==> src/rtl/pipeline_hazard_ctrl.sv <==
// pipeline_hazard_ctrl: load-use stall, branch flush and memory-freeze control with saturating perf counters
module pipeline_hazard_ctrl #(
  parameter int ASIZE = 3,
  parameter int CNT_W = 16
) (
  input  logic             clk,
  input  logic             rst,
  input  logic             id_valid,
  input  logic [ASIZE-1:0] id_raddr1,
  input  logic [ASIZE-1:0] id_raddr2,
  input  logic             id_rs1_used,
  input  logic             id_rs2_used,
  input  logic             ex_memRead,
  input  logic             ex_wen,
  input  logic [ASIZE-1:0] ex_waddr,
  input  logic             ex_branch_taken,
  input  logic             mem_busy,
  input  logic             perf_clr,
  output logic             pc_en,
  output logic             ifid_en,
  output logic             idex_en,
  output logic             exmem_en,
  output logic             pc_sel_branch,
  output logic             ifid_flush,
  output logic             idex_bubble,
  output logic [1:0]       state_o,
  output logic [CNT_W-1:0] stall_cnt,
  output logic [CNT_W-1:0] flush_cnt,
  output logic [CNT_W-1:0] freeze_cnt
);
  typedef enum logic [1:0] {RUN = 2'd0, FREEZE = 2'd1, RESUME = 2'd2} state_t;
  state_t state, state_nxt;
  logic load_use, frozen, branch, stall;
  always_ff @(posedge clk) state <= state_nxt;
  always_comb begin
    load_use = id_valid & ex_memRead & ex_wen & (ex_waddr != '0) &
               ((id_rs1_used & (id_raddr1 == ex_waddr)) | (id_rs2_used & (id_raddr2 == ex_waddr)));
    frozen = ~rst & ((state == FREEZE) | mem_busy);
    branch = ~rst & ~frozen & ex_branch_taken;
    stall = ~rst & ~frozen & ~ex_branch_taken & load_use;
    state_nxt = rst ? RUN : mem_busy ? FREEZE : (state == FREEZE) ? RESUME : RUN;
    pc_en = ~frozen & ~stall;
    ifid_en = ~frozen & ~stall;
    idex_en = ~frozen;
    exmem_en = ~frozen;
    pc_sel_branch = branch;
    ifid_flush = branch;
    idex_bubble = branch | stall;
  end
  assign state_o = state;
  // counters hold at all-ones instead of wrapping; clear beats increment
  always_ff @(posedge clk) begin
    if (rst || perf_clr) begin
      stall_cnt <= '0;
      flush_cnt <= '0;
      freeze_cnt <= '0;
    end else begin
      if (stall && stall_cnt != '1) stall_cnt <= stall_cnt + 1'b1;
      if (branch && flush_cnt != '1) flush_cnt <= flush_cnt + 1'b1;
      if (frozen && freeze_cnt != '1) freeze_cnt <= freeze_cnt + 1'b1;
    end
  end
endmodule
==> config.mk <==
export PLATFORM = sky130hd
export DESIGN_NAME = pipeline_hazard_ctrl
export DESIGN_NICKNAME = d
export VERILOG_FILES = /design/src/rtl/pipeline_hazard_ctrl.sv
export SDC_FILE = /design/constraint.sdc
export NUM_CORES = 1
export LEC_CHECK = 0
export BUFFER_PORTS_ARGS = -buffer_cell sky130_fd_sc_hd__buf_4
export CAP_MARGIN = 20
export CORE_UTILIZATION = 56
export DETAILED_ROUTE_END_ITERATION = 10
export PLACE_DENSITY = 0.93
export SYNTH_ARGS = -nofsm -noshare
export SYNTH_HDL_FRONTEND = slang
export SYNTH_SLANG_ARGS = --single-unit
==> constraint.sdc <==
create_clock -name clk -period 2.8 [get_ports clk]
set_input_delay 0.56 -clock clk [delete_from_list [all_inputs] [get_ports clk]]
set_output_delay 0.56 -clock clk [all_outputs]
set_load 0.1 [all_outputs]
==> results of run 1 <==
[stage by stage]
step | std cells | utilization | area, sq um | worst slack (ns) | hold slack [ns]
floorplan | 305 | - | 2630 | 0.0819 | 0.632
global placement | 418 | 0.719 | 3180 | 0.418 | 0.486
detailed placement | 418 | 0.719 | 3180 | 0.372 | 0.502
CTS | 426 | 0.751 | 3310 | 0.366 | 0.445
global route | 426 | 0.751 | 3310 | 0.286 | 0.435
finish | 426 | 0.751 | 3310 | 0.360 | 0.448
[flip-flops by register name, indices dropped and copies added (netlist names)]
register,cells
flush_cnt,16
freeze_cnt,16
stall_cnt,16
state_o,2
[layer usage]
layer	part of all wire	vias up	GRT usage	wire length (microns)
met5	0	-	0	0
met4	0.013	0	0.0644	87
met3	0.075	10	0.0736	495
met2	0.50	104	0.481	3290
met1	0.41	1239	0.327	2710
li1	-	1247	-	-
[placed cells by master (no fill, tap or decap), types with 6 or more instances in the layout]
cell type	instances
xnor2_1	16
nor3_1	9
mux2i_1	6
nand2_1	20
and3_1	8
o21a_1	6
o21ai_0	10
or3_1	13
inv_1	8
nand3_1	13
nand4_1	14
dfxtp_1	48
a21oi_1	16
buf_4	76
xor2_1	10
nor2_1	33
[worst max-delay path by stage]
stage	from	to	slack, ns	cells past startpoint
after floorplan	state_o[0]	idex_bubble	0.08	4
after global placement	ex_waddr[0]	idex_bubble	0.42	7
after detailed placement	ex_waddr[0]	idex_bubble	0.37	7
after CTS	ex_waddr[0]	idex_bubble	0.37	7
after global routing	state_o[1]	idex_bubble	0.29	5
final	ex_waddr[0]	idex_bubble	0.36	7
[cell type report]
class / count / area (sq um)
Tap cell: 52 / 65.1
Fill cell: 337 / 1100
Multi-Input combinational cell: 231 / 1500
Timing Repair Buffer: 76 / 571
Clock buffer: 5 / 68.8
Clock inverter: 3 / 68.8
Inverter: 9 / 37.5
Sequential cell: 50 / 1000
[kinds of logic after synthesis]
family	after synthesis	synth area share
buffers and inverters	24	0.0461
flip-flops	50	0.384
AO/OA/AOI/OAI	60	0.164
multiplexers	6	0.0231
AND/OR/NAND/NOR	136	0.280
adder cells (fa/ha/maj)	3	0.0144
XOR/XNOR	26	0.0874
[power breakdown]
part           total [mW]  switching, mW  internal, mW
clock network       0.611          0.253         0.358
logic               0.145          0.103        0.0420
registers           0.716        0.00250         0.713
total                1.47          0.359          1.11
==> run summary, run 1 <==
Outcome: completed
Hold Path End: state_o[1]
R2r setup slk: 0.76 ns
Post-synthesis cell area: 2600 sq um
Layout cells sized above 1: 0.273
Initial Util: 0.590
Post-synthesis cell type count: 49
I/O pin total: 76
Skew-Pair Late Insertion Delay: 0.31 ns
Vias in the first global route: 2337
Most numerous cell in the Yosys netlist: dfxtp_1
Critical-path maximum fanout: 6
DRC: 0
Share of flip-flops with an asynchronous set or reset: 0
Seq/Total Area, Yosys: 0.384
Cell type with the largest total area after synthesis: dfxtp_1
Worst Path Buf+Inv: 3
VDD IR max: 0.000309 V
Clock slew seen by the registers of the worst setup and hold paths: 0.10 ns
Total GRT Usage: 0.272
Critical path class: primary input to primary output
Max frequency: 410 MHz
Rel. slew slack: 0.442
Final slew viol count: 0
Commonest cells post-synth: 50 x dfxtp_1, 34 x nor2_1, 20 x nand2_1, 16 x a21oi_1, 16 x xnor2_1
Largest cells by area after synthesis: dfxtp_1 38%, xnor2_1 5.4%, nor2_1 4.9%
Clk root buf: clkbuf_8
Routed WL per cell: 15.5 microns
Cell repeated most along the worst path: buf_4
Top delay family on crit path: simple AND/OR/NAND/NOR gates
RSZ-0062 raised after global routing: no
#FFs+latches synth: 50
Iteration-0 DRC Markers: 181
Slowest Stage Delay on Critical Path: 0.40 ns
Min-delay worst type: primary input to flop
Crit end category: primary output
Total power: 1.47 mW
Top_reg_cell synth: dfxtp_1
Worst Skew: 0.0114 ns
Max cap viols: 0
Pwr Density: 444 nW/um^2
Fin Setup TNS: 0 ns
Global-route wire length before repair: 10.7 mm
Leak: 1.31 nW
Overflow after GRT: 0
Die width: 70.2 microns
CTS tree: done
PortBufs: 75
CORE AREA: 4410 sq um
Worst-path cell chain: buf_4 > or3_1 > nand4_1 > a21oi_1 > buf_4 > or2_4 > buf_4
WHS Path Cells: 2
HPWL after DPL: 4.66 mm
CP arrival: 1.88 ns
Data required time of the worst path: 2.24 ns
Final hold vios: 0
Slowest CP cell: or3_1
Initial antenna violation count: 0
DRT antenna net count: 0
Post-CTS sizing: 0
Worst R2R Start: freeze_cnt[1]
Setup violators final: 0
Synthesized instance count: 305
Nets: 395
Synthesized net count: 327
Hold Buf Count CTS: 0
Crit path launch type: primary input
Pin count of the biggest net entering global routing: 44
Die Area: 4930 sq um
TritonCTS sink count: 50
Area share of the leading cell type in the synthesized netlist: 0.384
Worst Reg-to-Reg Cells: 6
Row count: 24
Post-Route WL: 6.59 mm
R2r endpoint: freeze_cnt[1]
Worst Hold Launch: mem_busy
Final worst path period share: 0.872
H-Tree Depth: 2
RD Place Congestion: 0.853
Synth warn: 0
Total number of vias: 2600
Die Span Y: 70.2 microns
Clock Tree Buf Depth: 2
Vias per inst: 6.10
Synth-to-layout area growth: 27.2%
Least-Margin Pin Slew: 0.834 ns
Drt pass-1 iters: 4
Number of synthesized flops with an enable pin: 0
Syn_area_per_cell: 8.54 sq um
Num CTS Buffers: 5
Min cycle time layout: 2.44 ns
Setup bufs post-CTS: 0
ANT cells: 0
Note: power is estimated with default switching activity, not from simulation.
==> inputs of run 2 (changes only) <==
--- a/config.mk
+++ b/config.mk
@@ -10,6 +10,7 @@
 export CORE_UTILIZATION = 56
 export DETAILED_ROUTE_END_ITERATION = 10
 export PLACE_DENSITY = 0.93
+export RECOVER_POWER = 100
 export SYNTH_ARGS = -nofsm -noshare
 export SYNTH_HDL_FRONTEND = slang
 export SYNTH_SLANG_ARGS = --single-unit
==> run summary, run 2 (same netlist as run 1, synthesis figures left out) <==
Synth-to-layout area growth: 18.1%
Die Span Y: 70.2 microns
Max cap viols: 0
CORE AREA: 4410 sq um
Skew-Pair Late Insertion Delay: 0.31 ns
Slowest CP cell: or3_1
Worst hold slack: 0.464 ns
Worst Skew: 0.00877 ns
Reg area: 1000 sq um
Placement Cell Area: 3180 sq um
Setup violators final: 0
Final core utilization: 0.697
Filler cells: 404
ANT cells: 0
Pwr Density: 476 nW/um^2
Critical path class: primary input to primary output
VDD IR max: 0.000303 V
Worst-path cell chain: buf_4 > or3_1 > nand4_1 > a21oi_1 > buf_4 > or2_4 > clkbuf_2
RD Place Congestion: 0.853
Commonest cells after routing, fill and taps aside: 51 x clkbuf_1, 49 x dfxtp_1, 33 x nor2_1
Vias per inst: 6.06
CTS tree: done
Clock slew seen by the registers of the worst setup and hold paths: 0.09 ns
Data required time of the worst path: 2.24 ns
Total GRT Usage: 0.272
Multi-input logic area: 1470 sq um
Place WS: 0.372 ns
Leak: 1.09 nW
Layout cells sized above 1: 0.118
Pin count of the biggest net entering global routing: 44
Initial antenna violation count: 0
Global-route wire length before repair: 10.7 mm
Die Area: 4930 sq um
Initial Util: 0.590
Drt pass-1 iters: 5
Outcome: completed
Final hold vios: 0
Least-Margin Pin Slew: 1.18 ns
TritonCTS sink count: 50
Cell repeated most along the worst path: buf_4
Critical-path maximum fanout: 6
Clock Tree Buf Depth: 2
Clk root buf: clkbuf_8
Fin area: 3080 sq um
Slowest Stage Delay on Critical Path: 0.40 ns
CP arrival: 2.01 ns
R2r setup slk: 0.52 ns
Hold Buf Count CTS: 0
Fin Setup TNS: 0 ns
Num CTS Buffers: 5
HPWL after DPL: 4.66 mm
Max frequency: 389 MHz
Iteration-0 DRC Markers: 182
Rel. slew slack: 0.218
Row count: 24
Crit end category: primary output
PortBufs: 75
Post-CTS sizing: 0
DRC: 0
RSZ-0062 raised after global routing: no
Post-Route WL: 6.55 mm
Setup bufs post-CTS: 0
Die width: 70.2 microns
Vias in the first global route: 2337
Total number of vias: 2583
Final slew viol count: 0
Final worst path period share: 0.919
Nets: 395
H-Tree Depth: 2
I/O pin total: 76
Routed WL per cell: 15.4 microns
DRT antenna net count: 0
Final worst-path setup slack: 0.228 ns
Commonest non-fill, non-tap cell in the layout: clkbuf_1
Min cycle time layout: 2.57 ns
Min-delay worst type: primary input to flop
Overflow after GRT: 0
Leading registers by flop count: flush_cnt (16), freeze_cnt (16), stall_cnt (16)
Crit path launch type: primary input
## run 2: changes by cell type in the layout (fill, tap and decap cells not counted), sizes merged
cell,delta
buf,-54
clkbuf,+54
## run 2: cell type report
cell class,instances,share of cell area
inverter,9,0.0122
clock inverter,3,0.0224
timing repair buffer,76,0.119
tap,52,0.0212
multi-input combinational,231,0.477
clock buffer,5,0.0224
sequential,50,0.326
## run 2: critical path, delay by kind of cell
family                 cells  cell delay, ns
buffers and inverters      3            0.66
AND/OR/NAND/NOR            3            0.75
AO/OA/AOI/OAI              1            0.05
## run 2: path summary, 6_finish.rpt
check | startpoint | endpoint | cells after the start
hold reg to reg | stall_cnt[15] | stall_cnt[15] | 2
setup reg to reg | stall_cnt[0] | stall_cnt[11] | 6
setup / recovery | ex_waddr[0] | idex_bubble | 7
hold / removal | rst | state_o[0] | 2
## run 2: per-stage QoR
| step | total power [mW] | std cells |
|---|---|---|
| after floorplan | 0.835 | 305 |
| after global placement | 0.873 | 418 |
| after detailed placement | 0.877 | 418 |
| after CTS | 1.47 | 426 |
| after global routing | 1.51 | 426 |
| final | 1.46 | 426 |
## run 2: power by group
part           leakage [nW]  internal [mW]  switching, mW  total [mW]
Combinational         0.615         0.0368          0.102       0.139
Sequential            0.403          0.713        0.00252       0.715
Clock                0.0683          0.358          0.250       0.608
Total                  1.09           1.11          0.355        1.46
## run 2: metal layers
layer  part of all wire  track usage  up-vias
met3              0.073       0.0736       11
met4              0.016       0.0644        0
met2               0.49        0.481      113
met5                  0            0        -
met1               0.42        0.327     1211
li1                   -            -     1248
==> inputs of run 3 (changes only) <==
--- a/config.mk
+++ b/config.mk
@@ -5,11 +5,11 @@
 export SDC_FILE = /design/constraint.sdc
 export NUM_CORES = 1
 export LEC_CHECK = 0
-export BUFFER_PORTS_ARGS = -buffer_cell sky130_fd_sc_hd__buf_4
+export BUFFER_PORTS_ARGS = -buffer_cell sky130_fd_sc_hd__buf_2
 export CAP_MARGIN = 20
-export CORE_UTILIZATION = 56
+export CORE_UTILIZATION = 52
 export DETAILED_ROUTE_END_ITERATION = 10
-export PLACE_DENSITY = 0.93
+export PLACE_DENSITY = 0.88
 export RECOVER_POWER = 100
 export SYNTH_ARGS = -nofsm -noshare
 export SYNTH_HDL_FRONTEND = slang
==> constraint.sdc (replaced) <==
create_clock -name clk -period 2.7 [get_ports clk]
set_input_delay 0.54 -clock clk [delete_from_list [all_inputs] [get_ports clk]]
set_output_delay 0.54 -clock clk [all_outputs]
set_load 0.1 [all_outputs]
==> run summary, run 3 (same netlist as run 1, synthesis figures left out) <==
Outcome: completed
Flop pwr share: 0.522
Pwr Density: 461 nW/um^2
RD Place Congestion: 0.855
Min-delay worst type: flop to flop
Commonest non-fill, non-tap cell in the layout: clkbuf_1
PortBufs: 75
I/O pin total: 76
Num CTS Buffers: 5
Post-CTS sizing: 0
Leak: 1.09 nW
Clock slew seen by the registers of the worst setup and hold paths: 0.08 ns
Sw frac: 0.244
Pin count of the biggest net entering global routing: 44
Drt pass-1 iters: 4
DP Cell Count: 435
Crit path launch type: primary input
Clk pwr share: 0.375
Worst-path cell chain: buf_2 > or3_1 > nand4_1 > a21oi_1 > buf_4 > or2_4 > buf_12
Net Switching: 0.347 mW
HPWL after DPL: 4.26 mm
Crit end category: primary output
Filler cells: 437
CP arrival: 1.80 ns
Total GRT Usage: 0.234
Initial antenna violation count: 0
Least-Margin Pin Slew: 1.19 ns
Final slew viol count: 0
Clock Tree Buf Depth: 2
Min cycle time layout: 2.34 ns
Total power: 1.42 mW
Fin Setup TNS: 0 ns
Skew-Pair Late Insertion Delay: 0.30 ns
Routed WL per cell: 13.5 microns
Data required time of the worst path: 2.16 ns
RSZ-0062 raised after global routing: no
Hold Buf Count CTS: 0
Placement Cell Area: 3070 sq um
Slowest Stage Delay on Critical Path: 0.39 ns
Initial Util: 0.544
Commonest cells after routing, fill and taps aside: 51 x clkbuf_1, 49 x dfxtp_1, 33 x nor2_1
P_int: 1.08 mW
Vias per inst: 5.71
Critical path class: primary input to primary output
Final cell count without fillers: 442
CORE AREA: 4790 sq um
Post-Route WL: 5.96 mm
Die width: 72.8 microns
Max frequency: 427 MHz
Total number of vias: 2522
Final core utilization: 0.644
Global-route wire length before repair: 9.75 mm
Critical-path maximum fanout: 6
Slowest CP cell: or3_1
Iteration-0 DRC Markers: 107
Final worst path period share: 0.868
Layout cells sized above 1: 0.123
VDD IR max: 0.000374 V
Setup violators final: 0
TritonCTS sink count: 50
ANT cells: 0
Nets: 397
CTS tree: done
Row count: 25
Vias in the first global route: 2245
Die Span Y: 72.8 microns
Leading registers by flop count: flush_cnt (16), freeze_cnt (16), stall_cnt (16)
Clk root buf: clkbuf_8
Overflow after GRT: 0
Max cap viols: 0
Rel. slew slack: 0.208
Combinational Power Share: 0.103
DRC: 0
Synth-to-layout area growth: 18.3%
Fin area: 3080 sq um
Worst Skew: 0.00800 ns
Die Area: 5300 sq um
Setup bufs post-CTS: 0
Final hold vios: 0
H-Tree Depth: 2
DRT antenna net count: 0
## run 3: final cells by class
class / instances / area (sq um) / share of cell area
Tap cell: 67 / 83.8 / 0.0272
Sequential cell: 50 / 1000 / 0.325
Clock inverter: 1 / 30.0 / 0.00974
Timing Repair Buffer: 78 / 379 / 0.123
Inverter: 9 / 37.5 / 0.0122
Clock buffer: 6 / 82.6 / 0.0268
Multi-Input combinational cell: 231 / 1470 / 0.476
## run 3: power groups by stage
stage               Clock (mW)  Combinational, mW  Sequential (mW)
detailed placement           0              0.148            0.759
floorplan                    0             0.0902            0.776
global placement             0              0.146            0.759
CTS                      0.544              0.149            0.742
finish                   0.534              0.147            0.742
global route             0.569              0.155            0.742
## run 3: critical path, delay by kind of cell
kind | cells | cell delay (ns)
AO/OA/AOI/OAI | 1 | 0.06
buffers and inverters | 3 | 0.44
AND/OR/NAND/NOR | 3 | 0.76
## run 3: path summary, 6_finish.rpt
path,from,to,slack [ns],cells past startpoint
max reg2reg,stall_cnt[0],stall_cnt[1],0.42,6
max,ex_waddr[0],idex_bubble,0.36,7
min reg2reg,flush_cnt[15],flush_cnt[15],0.51,2
min,flush_cnt[15],flush_cnt[15],0.51,2
## run 3: metrics by stage
stage,setup WS [ns],hold slack (ns)
2_1_floorplan,0.00187,0.612
3_3_place_gp,0.381,0.471
3_5_place_dp,0.366,0.485
4_1_cts,0.345,0.460
5_1_grt,0.181,0.524
6_report,0.356,0.511
## run 3: layer usage
| layer | routed length, microns | GRT usage | share of wire |
|---|---|---|---|
| met1 | 2700 | 0.288 | 0.45 |
| met2 | 2850 | 0.399 | 0.48 |
| met4 | 61 | 0.0893 | 0.010 |
| met3 | 351 | 0.0511 | 0.059 |
| met5 | 0 | 0 | 0 |
